**config.mk**
```make
export PLATFORM = sky130hd
export DESIGN_NAME = regfile_scoreboard
export DESIGN_NICKNAME = d
export VERILOG_FILES = /design/src/rtl/regfile_scoreboard.sv
export SDC_FILE = /design/constraint.sdc
export NUM_CORES = 2
export LEC_CHECK = 0
export ABC_AREA = 1
export CELL_PAD_IN_SITES_DETAIL_PLACEMENT = 1
export CELL_PAD_IN_SITES_GLOBAL_PLACEMENT = 2
export CORE_MARGIN = 2
export CORE_UTILIZATION = 37
export DETAILED_ROUTE_END_ITERATION = 10
export PLACE_DENSITY = 0.76
export SLEW_MARGIN = 10
export SYNTH_ARGS = -nofsm -noshare
export SYNTH_HDL_FRONTEND = slang
export SYNTH_SLANG_ARGS = --single-unit
```
**constraint.sdc**
```tcl
create_clock -name clk -period 56.9 [get_ports clk]
set_clock_uncertainty 0.2 [all_clocks]
set_input_delay 17.07 -clock clk [delete_from_list [all_inputs] [get_ports clk]]
set_output_delay 17.07 -clock clk [all_outputs]
set_load 0.05 [all_outputs]
```
**src/rtl/regfile_scoreboard.sv**
```systemverilog
// Register file with per-entry pending-write (busy) bits, same-cycle write bypass
// and a sequential clear engine that walks every entry once.
module regfile_scoreboard #(
    parameter int DATA_W   = 32,
    parameter int ADDR_W   = 5,
    parameter int ZERO_REG = 1
) (
    input  logic              clk,
    input  logic              reset,
    input  logic [ADDR_W-1:0] rd_addr_a,
    input  logic [ADDR_W-1:0] rd_addr_b,
    output logic [DATA_W-1:0] rd_data_a,
    output logic [DATA_W-1:0] rd_data_b,
    output logic              rd_busy_a,
    output logic              rd_busy_b,
    input  logic              wr_en,
    input  logic [ADDR_W-1:0] wr_addr,
    input  logic [DATA_W-1:0] wr_data,
    input  logic              issue_en,
    input  logic [ADDR_W-1:0] issue_addr,
    input  logic              clr_req,
    output logic              clr_busy,
    output logic              clr_done
);

    localparam int DEPTH = 1 << ADDR_W;
    localparam bit ZR    = (ZERO_REG != 0);
    localparam logic [ADDR_W-1:0] LAST_IDX = ADDR_W'(DEPTH - 1);

    typedef enum logic [0:0] {
        IDLE  = 1'b0,
        CLEAR = 1'b1
    } clr_state_e;

    clr_state_e        state_q;
    logic [ADDR_W-1:0] idx_q;
    logic              clr_done_q;
    logic [DATA_W-1:0] mem_q [DEPTH];
    logic [DEPTH-1:0]  busy_q;

    logic wr_ok_d;
    logic iss_ok_d;

    assign clr_busy = (state_q == CLEAR);
    assign clr_done = clr_done_q;

    // Qualify writeback/issue: blocked during clear and to the hardwired zero entry.
    always_comb begin
        wr_ok_d  = wr_en && !clr_busy && !(ZR && (wr_addr == '0));
        iss_ok_d = issue_en && !clr_busy && !(ZR && (issue_addr == '0));
    end

    // Read ports: zero entry first, then writeback bypass, then stored state.
    always_comb begin
        rd_data_a = mem_q[rd_addr_a];
        rd_busy_a = busy_q[rd_addr_a];
        if (ZR && (rd_addr_a == '0)) begin
            rd_data_a = '0;
            rd_busy_a = 1'b0;
        end else if (wr_en && !clr_busy && (wr_addr == rd_addr_a)) begin
            rd_data_a = wr_data;
            rd_busy_a = 1'b0;
        end else begin
            rd_data_a = mem_q[rd_addr_a];
            rd_busy_a = busy_q[rd_addr_a];
        end

        rd_data_b = mem_q[rd_addr_b];
        rd_busy_b = busy_q[rd_addr_b];
        if (ZR && (rd_addr_b == '0)) begin
            rd_data_b = '0;
            rd_busy_b = 1'b0;
        end else if (wr_en && !clr_busy && (wr_addr == rd_addr_b)) begin
            rd_data_b = wr_data;
            rd_busy_b = 1'b0;
        end else begin
            rd_data_b = mem_q[rd_addr_b];
            rd_busy_b = busy_q[rd_addr_b];
        end
    end

    // Storage and busy bits; the issue assignment comes last so it wins on a collision.
    always_ff @(posedge clk or posedge reset) begin
        if (reset) begin
            for (int i = 0; i < DEPTH; i++) begin
                mem_q[i] <= '0;
            end
            busy_q <= '0;
        end else if (clr_busy) begin
            mem_q[idx_q]  <= '0;
            busy_q[idx_q] <= 1'b0;
        end else begin
            if (wr_ok_d) begin
                mem_q[wr_addr]  <= wr_data;
                busy_q[wr_addr] <= 1'b0;
            end
            if (iss_ok_d) begin
                busy_q[issue_addr] <= 1'b1;
            end
        end
    end

    // Clear engine: one entry per cycle, done pulse on the cycle after the last entry.
    always_ff @(posedge clk or posedge reset) begin
        if (reset) begin
            state_q    <= IDLE;
            idx_q      <= '0;
            clr_done_q <= 1'b0;
        end else begin
            case (state_q)
                IDLE: begin
                    clr_done_q <= 1'b0;
                    if (clr_req) begin
                        state_q <= CLEAR;
                        idx_q   <= '0;
                    end else begin
                        state_q <= IDLE;
                    end
                end
                CLEAR: begin
                    idx_q <= idx_q + ADDR_W'(1);
                    if (idx_q == LAST_IDX) begin
                        state_q    <= IDLE;
                        clr_done_q <= 1'b1;
                    end else begin
                        state_q    <= CLEAR;
                        clr_done_q <= 1'b0;
                    end
                end
                default: begin
                    state_q    <= IDLE;
                    idx_q      <= '0;
                    clr_done_q <= 1'b0;
                end
            endcase
        end
    end

endmodule

```
==> Word-level counts from Yosys, hierarchy flattened <==
Index checks and enable logic that the tools add are counted.
{ "classes": {"addsub": 1, "order_cmp": 14, "eq_ne": 4, "mux": 42, "bitwise_logic": 12, "n_reduce_logical": 19} }
{ "op_table": {"columns": ["op", "count"], "rows": [
  ["two-way mux 1024 bit", 2],
  ["bitwise AND 1024 bit", 1],
  ["bitwise mux 1024 bit", 1],
  ["inverter 1024 bit", 1],
  ["two-way mux 32 bit", 14],
  ["binary-select mux 32 bit (select 5 bit)", 2],
  ["demux 32 bit (select 5 bit)", 2],
  ["bitwise AND 32 bit", 2],
  ["inverter 32 bit", 2],
  ["bitwise OR 32 bit", 1],
  ["less-than comparator 5 x 6 -> 1 bit (second input constant)", 5],
  [">= comparator 6 bit (second input constant)", 4],
  ["inverter 5 -> 6 bit", 4],
  ["zero test 5 bit", 4],
  ["demux 1 bit (select 5 bit)", 3],
  [">= comparator 5 x 1 -> 1 bit (second input constant)", 3],
  ["less-than comparator 6 x 1 -> 1 bit (second input constant)", 2],
  ["two-way mux 1 bit", 12],
  ["logical AND 1 bit", 11],
  ["binary-select mux 1 bit (select 5 bit)", 2],
  ["equality test 5 bit", 2],
  ["case mux 5 bit (2 select lines)", 1],
  ["adder 5 x 1 -> 5 bit (second input constant)", 1],
  ["equality test 5 bit (second input constant)", 1],
  ["6 further kinds", 9]
]} }
{ "word_totals": {"reg_bits": 1063, "input_bits": 57, "output_inout_bits": 68, "word_cells": 128} }

==> Logic depth before layout (Yosys ltp) <==
{ "logic_depth": {"word_depth": 11, "mapped_depth": 14, "depth_no_buf": 11} }

==> Least setup slack after synthesis <==
OpenSTA, ideal clock, no wires.
{ "synth_path": {"kind": "input to output", "start": "in rd_addr_a[0]", "end": "out rd_data_a[30]", "t_arrival_ns": 19.023, "required_ns": 39.630, "slack_ns": 20.607, "path_stages": 12, "path_buffers": 3, "path_cell_list": "buf_2 inv_2 clkbuf_1 clkbuf_1 nand2_1 nand3_1 nand3_1 nand2_1 nand2_1 nand3_1 nand2_1 a21oi_1"} }
{ "synth_between": {"elab_chain_cells": 6, "word_cells_on_any_way": 9, "classes_between": "1 x eq/ne; 5 x mux; 1 x bitwise; 2 x reduce/logical"} }
{ "synth_lines": {"columns": ["element", "line", "source"], "rows": [
  ["from (decl)", "10", "input logic [ADDR_W-1:0] rd_addr_a,"],
  ["inverter 5 -> 6 bit (implied by the code)", "64", "rd_data_a = mem_q[rd_addr_a];"],
  ["binary-select mux 32 bit (select 5 bit)", "64", null],
  ["two-way mux 32 bit (implied by the code) (2 in series)", "64", null],
  ["two-way mux 32 bit", "60", "end else if (wr_en && !clr_busy && (wr_addr == rd_addr_a)) begin"],
  ["two-way mux 32 bit *", "57", "if (ZR && (rd_addr_a == '0)) begin"],
  ["to (decl)", "12", "output logic [DATA_W-1:0] rd_data_a,"]
]} }
Mark *: on every way between the ends. The rest lies on a longest branch, timed or not. The select of a mux whose other input is x is not followed.

==> Final worst setup path <==
{ "layout_path": {"start": "in rd_addr_a[0]", "end": "out rd_data_a[17]"} }
Same word-level chain as after synthesis.

==> impl_metrics.tcl <==
set metrics [dict create \
    status "complete, no violations" \
    coreArea_um2 160000 \
    vias 63100 \
    cp_slowest_cell "clkdlybuf4s50_1" \
    synth_top_family_by_area "simple AND/OR/NAND/NOR gates" \
    cts_resized 0 \
    path_clk_slew_ns 0.05 \
    die_area_um2 164000 \
    cts_root_buf "clkbuf_16" \
    grt_remaining_overflow 0 \
    cts.sinks 1063 \
    synth_area_um2 59700 \
    drc 0 \
    wl_per_cell_um 31.5 \
    start_kind "primary input" \
    synthCells 8151 \
    slew-limit-headroom 0.136 \
    drive_gt1_frac 0.0623 \
    grt_pass1_vias 63100 \
    initial_utilization 0.372 \
    synthToLayoutAreaGrowth_pct 12.2 \
    yosysSeqAreaShare 0.446 \
    pwr-share-comb 0.232 \
    ys_warn_count 0 \
    synth_compound_area_frac 0.204 \
    total_power_w 0.00230 \
    row_count 147 \
    viasPerCell 6.24 \
    grt_usage 0.382 \
    fmax_mhz 25.1 \
    pin_count 125 \
    grt_pass1_wl_um 457000 \
    drv_cap 0 \
    hpwl_um 178000 \
    finalHoldViolations 0 \
    fillCellCount 19700 \
    power.density_nw_per_um2 34.4 \
    internal_power_w 0.00149 \
    yosys-mux-area-fraction 0.000168 \
    leakage_nw 30.7 \
    yosys.area_share.simple 0.235 \
    crit_family "buffers and inverters" \
    postLayoutCoreUtil 0.417 \
    numCtsBuffers 137 \
    fin_crit_ns 39.89 \
    die_h_um 406 \
    die_x_um 406 \
    cp.required_ns 39.63 \
    tns_ns 0 \
    ys_ff_latch 1063 \
    clock_path_buffers 3 \
    htree_levels 4 \
    min_path_type "register to register" \
    r2r-start "clr_busy" \
    routabilityCongestion 0.875 \
    cp.arrival_ns 22.62 \
    ir_worst_vdd_uv 33.5 \
    switchingPower_w 0.000812 \
    crit_chain "buf_8 > buf_4 > buf_4 > buf_4 > buf_4 > o211ai_1 > nand3_1 > nand3_1 > nand3_1 > nand2_1 > a21oi_1 > clkdlybuf4s50_1" \
    setup_viol 0 \
    nNetsFinal 7903 \
    routed_wl_um 318000 \
    pwr-share-seq 0.379 \
    switching_share 0.353 \
    crit_buf_inv 6 \
    crit_path_start "rd_addr_a[0]" \
    finalCritPeriodShare 0.701 \
    p_clk_frac 0.389 \
    antenna_found_initial 23 \
    max_stage_delay_ns 0.89 \
    hp-start "mem_q[1010]" \
    grt_max_degree 178 \
    synth_fa_ha_area_frac 0.00105 \
    final_max_slew_viol_count 0 \
    syn_nets 8213 \
    cts_tree "built" \
    clock_latency_ns 0.79 \
    crit_path_max_fanout 77 \
    final_cell_mix "nand2_1 (1756), nand3_1 (1312), dfrtp_1 (1063)" \
    worstMarginPinSlew_ns 1.30 \
    syn_area_per_cell_um2 7.32 \
    holdBufCountCts 0 \
    end_kind "primary output" \
    postRouteAntennaNets 0 \
    rsz0062_at_grt "no" \
    final_common_cell "nand2_1" \
    cp_common_cell "buf_4" \
    dr.first_iter.drc_count 7422 \
    path_class "primary input to primary output" \
    synth_cell_types 35 \
    cts_setup_buffers 0 \
    io_buffers 124 \
    drt_first_pass_iters 8 \
    synth_xor_area_frac 0 \
]
==> final timing paths <==
kind | to | slack [ns] | cells past startpoint
hold reg to reg | mem_q[1010] | 0.27 | 2
hold / removal | mem_q[1010] | 0.27 | 2
min in group asynchronous | mem_q[141] | 16.69 | 2
setup reg to reg | mem_q[749] | 52.78 | 10
max in group asynchronous | mem_q[731] | 36.89 | 5
setup / recovery | rd_data_a[17] | 17.01 | 12
==> worst min-delay path: cells and delay by family (launching register included) <==
kind                   cells  cell delay, ns
DFF                        1            0.35
and+or+nand+nor            1            0.06
buffers and inverters      1            0.04
==> kinds of logic (layout without fill, tap and decap cells) <==
group,count (synthesis),in the layout
multiplexers,1,1
adder cells (fa/ha/maj),5,5
flip-flops,1063,1063
other,0,3
buffers and inverters,1762,1561
AND/OR/NAND/NOR,3255,3255
AO/OA/AOI/OAI,2065,2065
==> layer usage <==
layer  track usage  part of all wire  vias to the layer above
met4         0.183             0.054                       20
met5             0           0.00040                        -
met2         0.581              0.43                     3175
met3        0.0805             0.092                      833
met1         0.517              0.42                    32100
li1              -                 -                    26900
==> synthesized netlist by cell type, drive strengths merged <==
cell / number / area, um2
nand2: 1789 / 6720
nand3: 1322 / 6620
dfrtp: 1063 / 26600
inv: 1007 / 3780
o22ai: 741 / 4640
o21ai: 609 / 3050
clkbuf: 496 / 1860
a21oi: 355 / 1780
o211ai: 351 / 2640
buf: 254 / 1160
nor2: 107 / 407
nand4: 15 / 100
nor3: 10 / 60.1
or2: 6 / 37.5
a22oi: 5 / 37.5
clkinv: 5 / 18.8
ha: 5 / 62.6
nor4: 3 / 33.8
a31oi: 2 / 12.5
nor3b: 2 / 15.0
and2: 1 / 6.26
mux2i: 1 / 10.0
o21a: 1 / 7.51
o31ai: 1 / 7.51
==> cell type report <==
cell class / instances / area, um2 / area share
Timing Repair Buffer: 301 / 2650 / 0.0395
Clock buffer: 216 / 4260 / 0.0637
Multi-Input combinational cell: 5326 / 26600 / 0.397
Sequential cell: 1063 / 26600 / 0.398
Clock inverter: 32 / 278 / 0.00415
Inverter: 1012 / 3840 / 0.0575
Tap cell: 2160 / 2700 / 0.0404
Antenna cell: 3 / 7.51 / 0.000112
==> state kept, by name (all words and copies together) (netlist names) <==
signal / count
busy_q: 32
clr_busy: 1
clr_done: 1
idx_q: 5
mem_q: 1024
==> per-stage QoR <==
stage	instance area [um2]	hold WS, ns	setup slack [ns]	std cells
2_1_floorplan	59700	0.236	9.71	8151
3_3_place_gp	62400	0.253	17.22	9862
3_5_place_dp	62400	0.259	17.29	9862
4_1_cts	66900	0.280	17.27	10100
5_1_grt	66900	0.301	16.87	10100
6_report	66900	0.275	17.01	10100
==> power by group through the flow <==
stage	registers (W)	clock network, W	logic [W]
finish	0.000872	0.000895	0.000535
global route	0.000881	0.000934	0.000566
CTS	0.000872	0.000904	0.000521
detailed placement	0.000885	0	0.000519
global placement	0.000881	0	0.000511
floorplan	0.000878	0	0.000306
(Power assumes the default switching activity.)
